--- src/rtl/vip_fifo_reader.sv ---
// vip_fifo_reader: drains the vip_top output FIFO, tags each pixel with
// start-of-frame / end-of-line / end-of-frame markers and presents the
// pixels on a valid/ready stream. Geometry is latched on an accepted start.
module vip_fifo_reader #(
  parameter int DWIDTH = 24,
  parameter int CWIDTH = 11
) (
  input  logic              clock,
  input  logic              reset,
  input  logic              start,
  input  logic [CWIDTH-1:0] width,
  input  logic [CWIDTH-1:0] height,
  input  logic [CWIDTH-1:0] num_frame,
  output logic              fifo_rdreq,
  input  logic [DWIDTH-1:0] fifo_data,
  input  logic              fifo_empty,
  output logic [DWIDTH-1:0] out_data,
  output logic              out_valid,
  input  logic              out_ready,
  output logic              out_sof,
  output logic              out_eol,
  output logic              out_eof,
  output logic              busy,
  output logic              done,
  output logic [CWIDTH-1:0] frame_cnt
);

  localparam logic [1:0] S_IDLE = 2'd0;
  localparam logic [1:0] S_RUN  = 2'd1;
  localparam logic [1:0] S_DONE = 2'd2;

  // Control state
  logic [1:0]        state_q, state_d;
  logic [CWIDTH-1:0] w_q, w_d, h_q, h_d, n_q, n_d;
  logic [CWIDTH-1:0] x_q, x_d, y_q, y_d, f_q, f_d;
  logic              issued_all_q, issued_all_d;
  logic [CWIDTH-1:0] frame_cnt_q, frame_cnt_d;

  // Read issued last cycle, with the markers computed when it was issued
  logic infl_q, infl_d;
  logic infl_sof_q, infl_sof_d;
  logic infl_eol_q, infl_eol_d;
  logic infl_eof_q, infl_eof_d;

  // Three-entry output buffer; entry 0 is the head and drives the outputs
  logic [2:0]        vld_q, vld_d;
  logic [DWIDTH-1:0] dat_q [3];
  logic [DWIDTH-1:0] dat_d [3];
  logic [2:0]        sof_q, sof_d;
  logic [2:0]        eol_q, eol_d;
  logic [2:0]        eof_q, eof_d;

  logic              geom_ok;
  logic              accept;
  logic              issue;
  logic              pop;
  logic              final_hs;
  logic [1:0]        occ;
  logic              room;
  logic              x_last, y_last, f_last;
  logic              placed;

  assign geom_ok = (width != '0) && (height != '0) && (num_frame != '0);
  assign accept  = (state_q == S_IDLE) && start && geom_ok;

  assign occ  = {1'b0, vld_q[0]} + {1'b0, vld_q[1]} + {1'b0, vld_q[2]};
  assign room = ({1'b0, occ} + {2'b00, infl_q}) <= 3'd2;

  // Pop decision depends only on registered state and FIFO flag, never on out_ready
  assign issue = (state_q == S_RUN) && !fifo_empty && !issued_all_q && room;

  assign pop      = vld_q[0] && out_ready;
  assign final_hs = (state_q == S_RUN) && pop && eof_q[0] &&
                    (frame_cnt_q == n_q - CWIDTH'(1));

  assign x_last = (x_q == w_q - CWIDTH'(1));
  assign y_last = (y_q == h_q - CWIDTH'(1));
  assign f_last = (f_q == n_q - CWIDTH'(1));

  // Job state machine
  always_comb begin
    state_d = state_q;
    case (state_q)
      S_IDLE: begin
        if (start) begin
          state_d = geom_ok ? S_RUN : S_DONE;
        end
      end
      S_RUN: begin
        if (final_hs) begin
          state_d = S_DONE;
        end
      end
      S_DONE: begin
        state_d = S_IDLE;
      end
      default: begin
        state_d = S_IDLE;
      end
    endcase
  end

  // Geometry latch and issue-side position counters
  always_comb begin
    w_d          = w_q;
    h_d          = h_q;
    n_d          = n_q;
    x_d          = x_q;
    y_d          = y_q;
    f_d          = f_q;
    issued_all_d = issued_all_q;
    if (accept) begin
      w_d          = width;
      h_d          = height;
      n_d          = num_frame;
      x_d          = '0;
      y_d          = '0;
      f_d          = '0;
      issued_all_d = 1'b0;
    end else if (issue) begin
      if (x_last) begin
        x_d = '0;
        if (y_last) begin
          y_d = '0;
          if (f_last) begin
            issued_all_d = 1'b1;
          end else begin
            f_d = f_q + CWIDTH'(1);
          end
        end else begin
          y_d = y_q + CWIDTH'(1);
        end
      end else begin
        x_d = x_q + CWIDTH'(1);
      end
    end
  end

  // Markers ride alongside the read while it is in flight
  always_comb begin
    infl_d     = issue;
    infl_sof_d = 1'b0;
    infl_eol_d = 1'b0;
    infl_eof_d = 1'b0;
    if (issue) begin
      infl_sof_d = (x_q == '0) && (y_q == '0);
      infl_eol_d = x_last;
      infl_eof_d = x_last && y_last;
    end
  end

  // Output buffer: shift on pop, then land the returning beat in the first free slot
  always_comb begin
    vld_d  = vld_q;
    dat_d  = dat_q;
    sof_d  = sof_q;
    eol_d  = eol_q;
    eof_d  = eof_q;
    placed = 1'b0;
    if (pop) begin
      for (int unsigned i = 0; i < 2; i++) begin
        vld_d[i] = vld_q[i+1];
        dat_d[i] = dat_q[i+1];
        sof_d[i] = sof_q[i+1];
        eol_d[i] = eol_q[i+1];
        eof_d[i] = eof_q[i+1];
      end
      vld_d[2] = 1'b0;
    end
    if (infl_q) begin
      for (int unsigned i = 0; i < 3; i++) begin
        if (!placed && !vld_d[i]) begin
          vld_d[i] = 1'b1;
          dat_d[i] = fifo_data;
          sof_d[i] = infl_sof_q;
          eol_d[i] = infl_eol_q;
          eof_d[i] = infl_eof_q;
          placed   = 1'b1;
        end
      end
    end
  end

  // Delivered-frame counter, saturating at the job's frame count
  always_comb begin
    frame_cnt_d = frame_cnt_q;
    if (accept) begin
      frame_cnt_d = '0;
    end else if (pop && eof_q[0] && (frame_cnt_q != n_q)) begin
      frame_cnt_d = frame_cnt_q + CWIDTH'(1);
    end
  end

  // State registers; reset also drops any read still in flight
  always_ff @(posedge clock or posedge reset) begin
    if (reset) begin
      state_q      <= S_IDLE;
      w_q          <= '0;
      h_q          <= '0;
      n_q          <= '0;
      x_q          <= '0;
      y_q          <= '0;
      f_q          <= '0;
      issued_all_q <= 1'b0;
      frame_cnt_q  <= '0;
      infl_q       <= 1'b0;
      infl_sof_q   <= 1'b0;
      infl_eol_q   <= 1'b0;
      infl_eof_q   <= 1'b0;
      vld_q        <= '0;
      dat_q        <= '{default: '0};
      sof_q        <= '0;
      eol_q        <= '0;
      eof_q        <= '0;
    end else begin
      state_q      <= state_d;
      w_q          <= w_d;
      h_q          <= h_d;
      n_q          <= n_d;
      x_q          <= x_d;
      y_q          <= y_d;
      f_q          <= f_d;
      issued_all_q <= issued_all_d;
      frame_cnt_q  <= frame_cnt_d;
      infl_q       <= infl_d;
      infl_sof_q   <= infl_sof_d;
      infl_eol_q   <= infl_eol_d;
      infl_eof_q   <= infl_eof_d;
      vld_q        <= vld_d;
      dat_q        <= dat_d;
      sof_q        <= sof_d;
      eol_q        <= eol_d;
      eof_q        <= eof_d;
    end
  end

  assign fifo_rdreq = issue;
  assign out_data   = dat_q[0];
  assign out_valid  = vld_q[0];
  assign out_sof    = vld_q[0] & sof_q[0];
  assign out_eol    = vld_q[0] & eol_q[0];
  assign out_eof    = vld_q[0] & eof_q[0];
  assign busy       = (state_q == S_RUN);
  assign done       = (state_q == S_DONE);
  assign frame_cnt  = frame_cnt_q;

endmodule

--- config.mk ---
export PLATFORM = sky130hd
export DESIGN_NAME = vip_fifo_reader
export DESIGN_NICKNAME = d
export VERILOG_FILES = /design/src/rtl/vip_fifo_reader.sv
export SDC_FILE = /design/constraint.sdc
export NUM_CORES = 1
export LEC_CHECK = 0
export CORE_MARGIN = 3
export CORE_UTILIZATION = 55
export CTS_BUF_LIST = sky130_fd_sc_hd__clkbuf_2 sky130_fd_sc_hd__clkbuf_4 sky130_fd_sc_hd__clkbuf_8
export DETAILED_ROUTE_END_ITERATION = 7
export HOLD_SLACK_MARGIN = 0.15
export PLACE_DENSITY = 0.88
export SLEW_MARGIN = 25
export SYNTH_ARGS = -nofsm -noshare
export SYNTH_HDL_FRONTEND = slang
export SYNTH_SLANG_ARGS = --single-unit
--- constraint.sdc ---
create_clock -name clock -period 7.71 [get_ports clock]
set_clock_uncertainty 0.2 [all_clocks]
set_input_delay 1.542 -clock clock [delete_from_list [all_inputs] [get_ports clock]]
set_output_delay 1.542 -clock clock [all_outputs]
set_load 0.02 [all_outputs]
==> out/qor.yml, run 1 <==
fill_cells: 1217
fmax_ghz: 0.1875
hold_violations: 0
dp.final_hpwl_mm: 13.66
place_ws_ns: 2.443
max_stage_delay_ns: 0.67
finalWeightedCongestion: 0.9129
crit_fanout: 13
dpl_cell_area_mm2: 0.01014
tns_ns: 0
die_area_mm2: 0.01819
worstPathArrival_ns: 3.59
ctsHoldBuffers: 0
cts.htree.levels: 4
cpMostUsedCell: "ha_1"
ys_seq_elements: 168
rrSetupSlack_ns: 3.35
grt_overflow: 0
startpoint: "vld_q[0]"
crit_cells: 7
p_seq_share_pct: 41.4
routed_wl_mm: 19.56
finalCritPeriodShare_pct: 69.19
core_area_mm2: 0.01606
pwr-share-comb_pct: 40.4
switching_share_pct: 39.04
power.internal_w: 0.002134
drtIter0Drc: 376
wl_met1_mm: 8.721
wl_met2_mm: 9.362
antenna_found_initial: 0
syn_area_per_cell_um2: 9.536
r2r-end: "f_q[7]"
rsz0062_at_grt: "no"
io_pins: 104
synthDistinctLibCells: 66
ys_seq_area_share_pct: 46.02
synth_top_flop_cell: "dfrtp_1"
critical_path_required_ns: 5.97
root_buffer: "clkbuf_8"
layout-drive-gt1-share_pct: 8.293
endpoint: "fifo_rdreq"
ant_nets: 0
synth_edf_count: 0
setup_violations: 0
slew_headroom_pct: 38.61
powerDensity_mw_per_mm2: 332.1
min_period_ns: 5.335
firstDrtPassIters: 5
r2r_cells: 11
nets: 1087
avgRoutedWirePerCell_um: 15.76
yosysTopAreaCellShare_pct: 46.02
yosys.area.top_type: "dfrtp_1"
end_kind: "output pin"
slowest_stage: "or4b_2"
drv_slew: 0
setup_slack_ns: 2.375
holdCritPathClass: "flop to flop"
synth_cells: 958
cpLargestDelayFamily: "adder cells"
viasPerCell: 5.707
syn_nets: 1033
clk_path_buf_depth: 2
fp.dieW_um: 134.9
syn_area_mm2: 0.009135
fin_area_mm2: 0.01054
p_sw_w: 0.001367
grtUsageTotal_pct: 22.18
peakVddDrop_uv: 203.0
post_cts.repair.setup_buffers: 0
leakage_nw: 4.822
die_h_um: 134.9
yosys_warnings: 0
clockPowerShare_pct: 18.2
startpoint_type: "flop"
outcome: "completed"
clk_pin_slew_ns: 0.09
route.top_layer_used: "met4"
drv_cap: 0
path_cells: "fa_1 -> ha_1 -> ha_1 -> a21oi_1 -> or4b_2 -> inv_1 -> clkdlybuf4s50_1"
cts_made_buffers: 17
fp-row-count: 46
grt_pass1_vias: 7029
worstMarginPinSlew_ns: 0.9208
final_util_pct: 65.65
worst-path-buf-inv: 2
grt_max_degree: 96
start_util_pct: 56.89
synth_area_leaders: "dfrtp_1 (46%), nand2_1 (6.9%), mux2i_1 (6.4%), o21ai_0 (5.0%), xnor2_1 (4.6%)"
async_reset_ff_share_pct: 100.0
dr_total_vias: 7082
drc: 0
area_growth_pct: 15.41
r2r-start: "vld_q[0]"
clk_latency_ns: 0.45
antenna_cells: 0
grt_pass1_wl_mm: 33.14
cts_tree: "done"
cts_resized: 0
cts.sinks: 168
crit_type: "flop to output pin"
dr_wl_met3_mm: 1.176
port_buffers: 103
state kept, by name, indices dropped and copies added, names as in the netlist:
signal,cells
x_q,11
h_q,11
f_q,11
infl_sof_q,1
sof_q,3
y_q,11
n_q,11
out_data,24
state_q,2
issued_all_q,1
w_q,11
infl_eol_q,1
infl_eof_q,1
eol_q,3
frame_cnt,11
dat_q,48
vld_q,3
infl_q,1
eof_q,3
logic make-up (layout without fill, tap and decap cells):
kind of cell / count (synthesis) / in the layout / synth area share [%]
simple gates: 353 / 353 / 19.08
flops: 168 / 168 / 46.02
mux: 85 / 85 / 9.684
buf+inv: 101 / 168 / 5.150
xor+xnor: 78 / 78 / 7.478
compound gates: 160 / 160 / 10.72
fa+ha+maj: 13 / 13 / 1.863
power by group through the flow:
stage	Combinational (W)	Sequential, W	Clock, W
floorplan	0.00118	0.00133	0
global placement	0.00135	0.00144	0
detailed placement	0.00141	0.00146	0
CTS	0.00142	0.00144	0.000652
global route	0.00157	0.00149	0.000691
finish	0.00141	0.00145	0.000638
worst min-delay path by stage:
stage,end,slack (ns),depth (start not counted),from
final,dat_q[2],0.31,1,dat_q[2]
after global routing,dat_q[9],0.33,1,dat_q[9]
after CTS,dat_q[3],0.32,1,dat_q[3]
after detailed placement,dat_q[12],0.29,1,dat_q[12]
after global placement,issued_all_q,0.28,1,issued_all_q
after floorplan,issued_all_q,0.26,1,issued_all_q
metrics by stage:
step	power, W	hold WS (ns)	std cells
after floorplan	0.002514	0.2563	958
after global placement	0.002792	0.2779	1209
after detailed placement	0.002873	0.2946	1209
after CTS	0.003519	0.3155	1241
after global routing	0.003758	0.3266	1241
final	0.003501	0.3093	1241
per-layer routing:
metal	vias up	GRT usage, %
met3	32	4.098
met1	3392	30.00
met5	-	0
li1	3412	-
met2	246	36.46
met4	0	7.127
layout make-up:
type	instances	area, µm²	area share, %
sequential	168	4204	39.88
timing repair buffer	110	1084	10.28
inverter	26	102.6	0.9732
clock inverter	13	145.1	1.377
clock buffer	19	261.5	2.480
multi-input combinational	689	4476	42.45
tap	216	270.3	2.563
placed cells by master (no fill, tap or decap), types with 23 or more instances in the layout:
master and count:
xnor2_1 48, nand3_1 23, clkdlybuf4s50_1 103, mux2_2 27, inv_1 25, mux2i_1 58
dfrtp_1 168, nand2_1 167, nor2_1 39, xor2_1 30, o21ai_0 90
Yosys cell counts, types with 10 or more instances:
cell type / count
a21oi_1: 10
and3_1: 21
buf_4: 24
clkbuf_1: 44
dfrtp_1: 168
ha_1: 12
inv_1: 26
mux2_2: 27
mux2i_1: 58
nand2_1: 168
nand3_1: 23
nand4_1: 10
nor2_1: 40
nor3_1: 11
nor3b_1: 12
nor4_1: 19
o21ai_0: 91
xnor2_1: 48
xor2_1: 30
Note: power is estimated with default switching activity, not from simulation.
==> run 2: changes to the inputs <==
- CORE_UTILIZATION: 55 -> 53
- PLACE_DENSITY: 0.88 -> 0.89
- clock period: 7.71 -> 4.8 ns (I/O delays scaled with it)
==> run 2 against run 1 <==
Against the previous run:
- count of clock-buffer cells in the layout decreased by 2
- worst setup slack got worse by 1.9 ns
- sequential cell count unchanged
- first-iteration DRC count increased by 28%
- combinational power increased by 62%
- hold slack got worse by 0.011 ns
- cell count increased by 0.56%
- critical path depth increased by 1
- via count increased by 1.7%
- critical endpoint unchanged
==> out/qor.yml, run 2 (synthesized netlist as in run 1, its figures left out) <==
outcome: "completed"
clockPowerShare_pct: 18.3
largest_reg_flops: 48
layout_common_cells: "nand2_1 (167), dfrtp_1 (167), clkdlybuf4s50_1 (102), o21ai_0 (90), mux2i_1 (58)"
min_period_ns: 4.325
grt_pass1_wl_mm: 33.47
whs_ns: 0.2988
powerDensity_mw_per_mm2: 533.7
viasPerCell: 5.769
worstPathArrival_ns: 3.17
peakVddDrop_uv: 352.3
firstDrtPassIters: 5
leakage_nw: 4.860
core_area_mm2: 0.01670
fp.dieW_um: 137.3
cts_tree: "done"
grt_max_degree: 169
hold_violations: 0
pwr-share-comb_pct: 40.5
regMostFlops: "dat_q"
drv_slew: 0
cts_made_buffers: 17
antenna_found_initial: 0
drtIter0Drc: 483
antenna_cells: 0
io_pins: 104
slew_headroom_pct: 42.05
cts_resized: 0
end_kind: "output pin"
ctsHoldBuffers: 0
ant_nets: 0
critical_path_required_ns: 3.64
rsz0062_at_grt: "no"
layout-drive-gt1-share_pct: 8.658
startpoint_type: "flop"
clk_pin_slew_ns: 0.10
clk_latency_ns: 0.45
p_sw_w: 0.002265
dr_total_vias: 7200
die_h_um: 137.3
holdCritPathClass: "flop to flop"
switching_share_pct: 40.08
drv_cap: 0
fp-row-count: 47
worstMarginPinSlew_ns: 0.8692
fmax_ghz: 0.2312
power.internal_w: 0.003386
post_cts.repair.setup_buffers: 0
die_area_mm2: 0.01885
root_buffer: "clkbuf_8"
crit_fanout: 13
cts.htree.levels: 4
grtUsageTotal_pct: 22.03
area_growth_pct: 15.92
crit_type: "flop to output pin"
port_buffers: 103
p_seq_share_pct: 41.2
drc: 0
avgRoutedWirePerCell_um: 16.17
finalCritPeriodShare_pct: 90.11
dp.final_hpwl_mm: 14.11
cts.sinks: 168
routed_wl_mm: 20.18
grt_overflow: 0
clk_path_buf_depth: 2
nets: 1090
setup_violations: 0
start_util_pct: 54.70
tns_ns: 0
grt_pass1_vias: 6894
finalWeightedCongestion: 0.9094
[run 2: cell types whose count changed in the layout (fill, tap and decap cells not counted), moves of 2 or more]
cell	delta
clkbuf_8	-2
buf_12	+2
inv_6	+2
clkinv_4	-2
clkinvlp_4	-2
inv_8	+5
[run 2: final cells by class]
| class | count | area, µm² |
|---|---|---|
| sequential | 168 | 4205 |
| timing repair buffer | 113 | 1134 |
| fill | 1364 | 6112 |
| tap | 220 | 275.3 |
| inverter | 26 | 101.3 |
| multi-input combinational | 689 | 4471 |
| clock inverter | 15 | 168.9 |
| clock buffer | 17 | 234.0 |
[run 2: per-stage QoR]
step / cells / area [µm²] / utilization, % / total power, W / worst slack [ns]
global route: 1248 / 10590 / 63.40 / 0.006060 / 0.3088
global placement: 1216 / 10180 / 60.97 / 0.004511 / 0.5876
finish: 1248 / 10590 / 63.40 / 0.005651 / 0.4746
CTS: 1248 / 10590 / 63.38 / 0.005670 / 0.004493
detailed placement: 1216 / 10180 / 60.97 / 0.004634 / 0.5659
floorplan: 958 / 9139 / - / 0.004038 / 0.7895
[run 2: path summary, 6_finish.rpt]
kind                               from            to  slack (ns)  cells past startpoint
setup / recovery               vld_q[0]    fifo_rdreq        0.47                      8
min in group asynchronous         reset     dat_q[17]        0.93                      3
max in group asynchronous         reset      vld_q[0]        2.86                      3
hold reg to reg            issued_all_q  issued_all_q        0.30                      1
hold / removal             issued_all_q  issued_all_q        0.30                      1
setup reg to reg               vld_q[0]        f_q[7]        0.60                     12
[run 2: power groups by stage]
| stage | sequential, W | combinational, W | clock [W] |
|---|---|---|---|
| global route | 0.00240 | 0.00255 | 0.00112 |
| floorplan | 0.00214 | 0.00190 | 0 |
| finish | 0.00233 | 0.00229 | 0.00103 |
| CTS | 0.00232 | 0.00230 | 0.00105 |
| detailed placement | 0.00235 | 0.00228 | 0 |
| global placement | 0.00232 | 0.00220 | 0 |
[run 2: critical path: stages (launching register included)]
cell	delay (ns)
dfrtp_2	0.50
fa_1	0.50
ha_1	0.21
ha_1	0.18
nor2_1	0.08
a21oi_1	0.06
or4b_2	0.65
inv_1	0.22
dlymetal6s2s_1	0.31
[run 2: routing by layer]
layer	vias up	part of all wire (%)	global-route usage, %
met5	-	0	0
met4	0	0.97	5.266
met3	20	6.5	4.894
met2	228	47	35.12
met1	3533	45	30.90
li1	3419	-	-
==> run 3: changes to the inputs <==
- ABC_AREA: unset -> 1
- CORE_UTILIZATION: 53 -> 55
- PLACE_DENSITY: 0.89 -> 0.88
- SKIP_LAST_GASP: unset -> 1
- clock period: 4.8 -> 4.7 ns (I/O delays scaled with it)
==> run 3 against run 2 <==
Against the previous run:
- register-to-register slack better by 0.56 ns
- sequential cell count unchanged
- synthesized area up 8.8%
- count of clock-buffer cells in the layout stayed put
- die area rose by 4.7%
- combinational power rose by 38%
- via count rose by 20%
- worst setup slack worse by 0.16 ns
- hold slack lost 0.010 ns
- global-route usage is 1.4 points higher
- cell area rose by 7.5%
- critical path type unchanged
==> out/qor.yml, run 3 <==
outcome: "completed"
die_area_mm2: 0.01973
antenna_found_initial: 0
power.internal_w: 0.003742
synth_area_leaders: "dfrtp_1 (42%), nand2_1 (10%), inv_1 (5.7%), nor2_1 (4.8%), nand3_1 (4.8%)"
syn_nets: 1351
dr_total_vias: 8668
core_area_mm2: 0.01748
hp-start: "h_q[1]"
nets: 1409
async_reset_ff_share_pct: 100.0
avgRoutedWirePerCell_um: 14.68
synth_top_flop_cell: "dfrtp_1"
setup_slack_ns: 0.3097
min_path_cells: 2
r2r-start: "infl_q"
dp.final_hpwl_mm: 15.95
grt_pass1_wl_mm: 38.83
holdCritPathClass: "flop to flop"
grt_use_met2_pct: 37.32
syn_area_per_cell_um2: 7.792
cts_tree: "done"
layout-drive-gt1-share_pct: 9.503
r2r-end: "f_q[10]"
critical_path_required_ns: 3.56
setup_violations: 0
syn_area_mm2: 0.009942
r2r_cells: 10
slew_headroom_pct: 38.26
grt_use_met1_pct: 33.47
fp.dieW_um: 140.5
grt_max_degree: 98
regMostFlops: "dat_q"
layout_common_cells: "nand2_1 (272), dfrtp_1 (168), inv_1 (150), nor2_1 (127), clkdlybuf4s50_1 (103)"
rrSetupSlack_ns: 1.16
peakVddDrop_uv: 294.3
powerDensity_mw_per_mm2: 592.8
firstDrtPassIters: 6
clk_pin_slew_ns: 0.09
synthDistinctLibCells: 40
port_buffers: 103
antenna_cells: 0
area_growth_pct: 14.45
ant_nets: 0
grt_overflow: 0
leakage_nw: 5.397
clk_path_buf_depth: 2
yosys_warnings: 0
crit_type: "flop to output pin"
ctsHoldBuffers: 0
pwr-share-comb_pct: 46.6
switching_share_pct: 44.53
grtUsageTotal_pct: 23.47
tns_ns: 0
drv_cap: 0
crit_fanout: 7
start_util_pct: 56.89
startpoint_type: "flop"
cts_made_buffers: 17
synth_edf_count: 0
holdPathEnd: "h_q[1]"
fmax_ghz: 0.2278
ys_seq_area_share_pct: 42.29
drv_slew: 0
netlist_top_cells_count: "nand2_1 (274), dfrtp_1 (168), inv_1 (151), nor2_1 (127), nand3_1 (95)"
end_kind: "output pin"
rsz0062_at_grt: "no"
p_sw_w: 0.003004
routed_wl_mm: 23.07
cts.sinks: 168
min_period_ns: 4.390
cts_resized: 0
largest_reg_flops: 48
drtIter0Drc: 676
p_seq_share_pct: 36.6
ys_seq_elements: 168
clockPowerShare_pct: 16.8
grt_pass1_vias: 8167
finalWeightedCongestion: 0.9320
post_cts.repair.setup_buffers: 0
worstMarginPinSlew_ns: 0.9251
synth_cells: 1276
yosysTopAreaCellShare_pct: 42.29
synth.most_common_cell: "nand2_1"
die_h_um: 140.5
io_pins: 104
place_ws_ns: 0.8402
grt_most_used_layer: "met2"
worstPathArrival_ns: 3.25
clk_latency_ns: 0.47
yosys.area.top_type: "dfrtp_1"
drc: 0
finalCritPeriodShare_pct: 93.41
layout_commonest_cell: "nand2_1"
viasPerCell: 5.514
hold_violations: 0
root_buffer: "clkbuf_8"
fp-row-count: 48
grtUsageMet3_pct: 3.619
cts.htree.levels: 4
run 3: stage by stage:
step	area, µm²	cells	power (W)	util [%]	hold slack (ns)
after floorplan	9946	1276	0.004854	-	0.2492
after global placement	10940	1540	0.005434	62.57	0.2646
after detailed placement	10940	1540	0.005576	62.57	0.2728
after CTS	11380	1572	0.006749	65.09	0.2957
after global routing	11380	1572	0.007280	65.11	0.3267
final	11380	1572	0.006745	65.11	0.2888
run 3: area by class of cell:
type / instances / area [µm²]
clock buffers: 17 / 234.0
clock inverters: 15 / 206.4
fillers: 1435 / 6098
inverters: 153 / 578.1
multi-input cells: 882 / 4751
flip-flops and latches: 168 / 4204
well taps: 225 / 281.5
repair buffers: 112 / 1124
run 3: kinds of logic (layout without fill, tap and decap cells):
group / after synthesis / after routing / synth area share [%]
buffers and inverters: 226 / 297 / 10.03
AO/OA/AOI/OAI: 160 / 160 / 8.885
flip-flops: 168 / 168 / 42.29
adder cells (fa/ha/maj): 13 / 13 / 1.712
multiplexers: 27 / 27 / 3.058
XOR/XNOR: 67 / 67 / 5.902
AND/OR/NAND/NOR: 615 / 615 / 28.13
run 3: critical path: stages (launching register included):
cell and delay, ns:
dfrtp_1 0.43, fa_1 0.49, ha_1 0.22, ha_1 0.27, or3b_2 0.48, a21oi_4 0.24, clkdlybuf4s50_1 0.66
run 3: power groups by stage:
| stage | clock network [W] | registers, W | logic [W] |
|---|---|---|---|
| CTS | 0.00115 | 0.00246 | 0.00314 |
| global route | 0.00121 | 0.00254 | 0.00353 |
| floorplan | 0 | 0.00235 | 0.00251 |
| detailed placement | 0 | 0.00248 | 0.00309 |
| finish | 0.00113 | 0.00247 | 0.00315 |
| global placement | 0 | 0.00245 | 0.00298 |
run 3: worst max-delay path by stage:
| stage | start | endpoint | slack [ns] | cells past startpoint |
|---|---|---|---|---|
| floorplan | vld_q[0] | fifo_rdreq | 1.38 | 5 |
| global placement | vld_q[0] | fifo_rdreq | 0.85 | 6 |
| detailed placement | vld_q[0] | fifo_rdreq | 0.84 | 6 |
| CTS | vld_q[0] | fifo_rdreq | 0.27 | 6 |
| global route | infl_q | fifo_rdreq | 0.21 | 6 |
| finish | infl_q | fifo_rdreq | 0.31 | 6 |
run 3: layer usage:
layer | vias up | wire (µm)
met2 | 340 | 10950
met4 | 0 | 371
met1 | 4056 | 10280
met5 | - | 0
met3 | 44 | 1474
li1 | 4228 | -
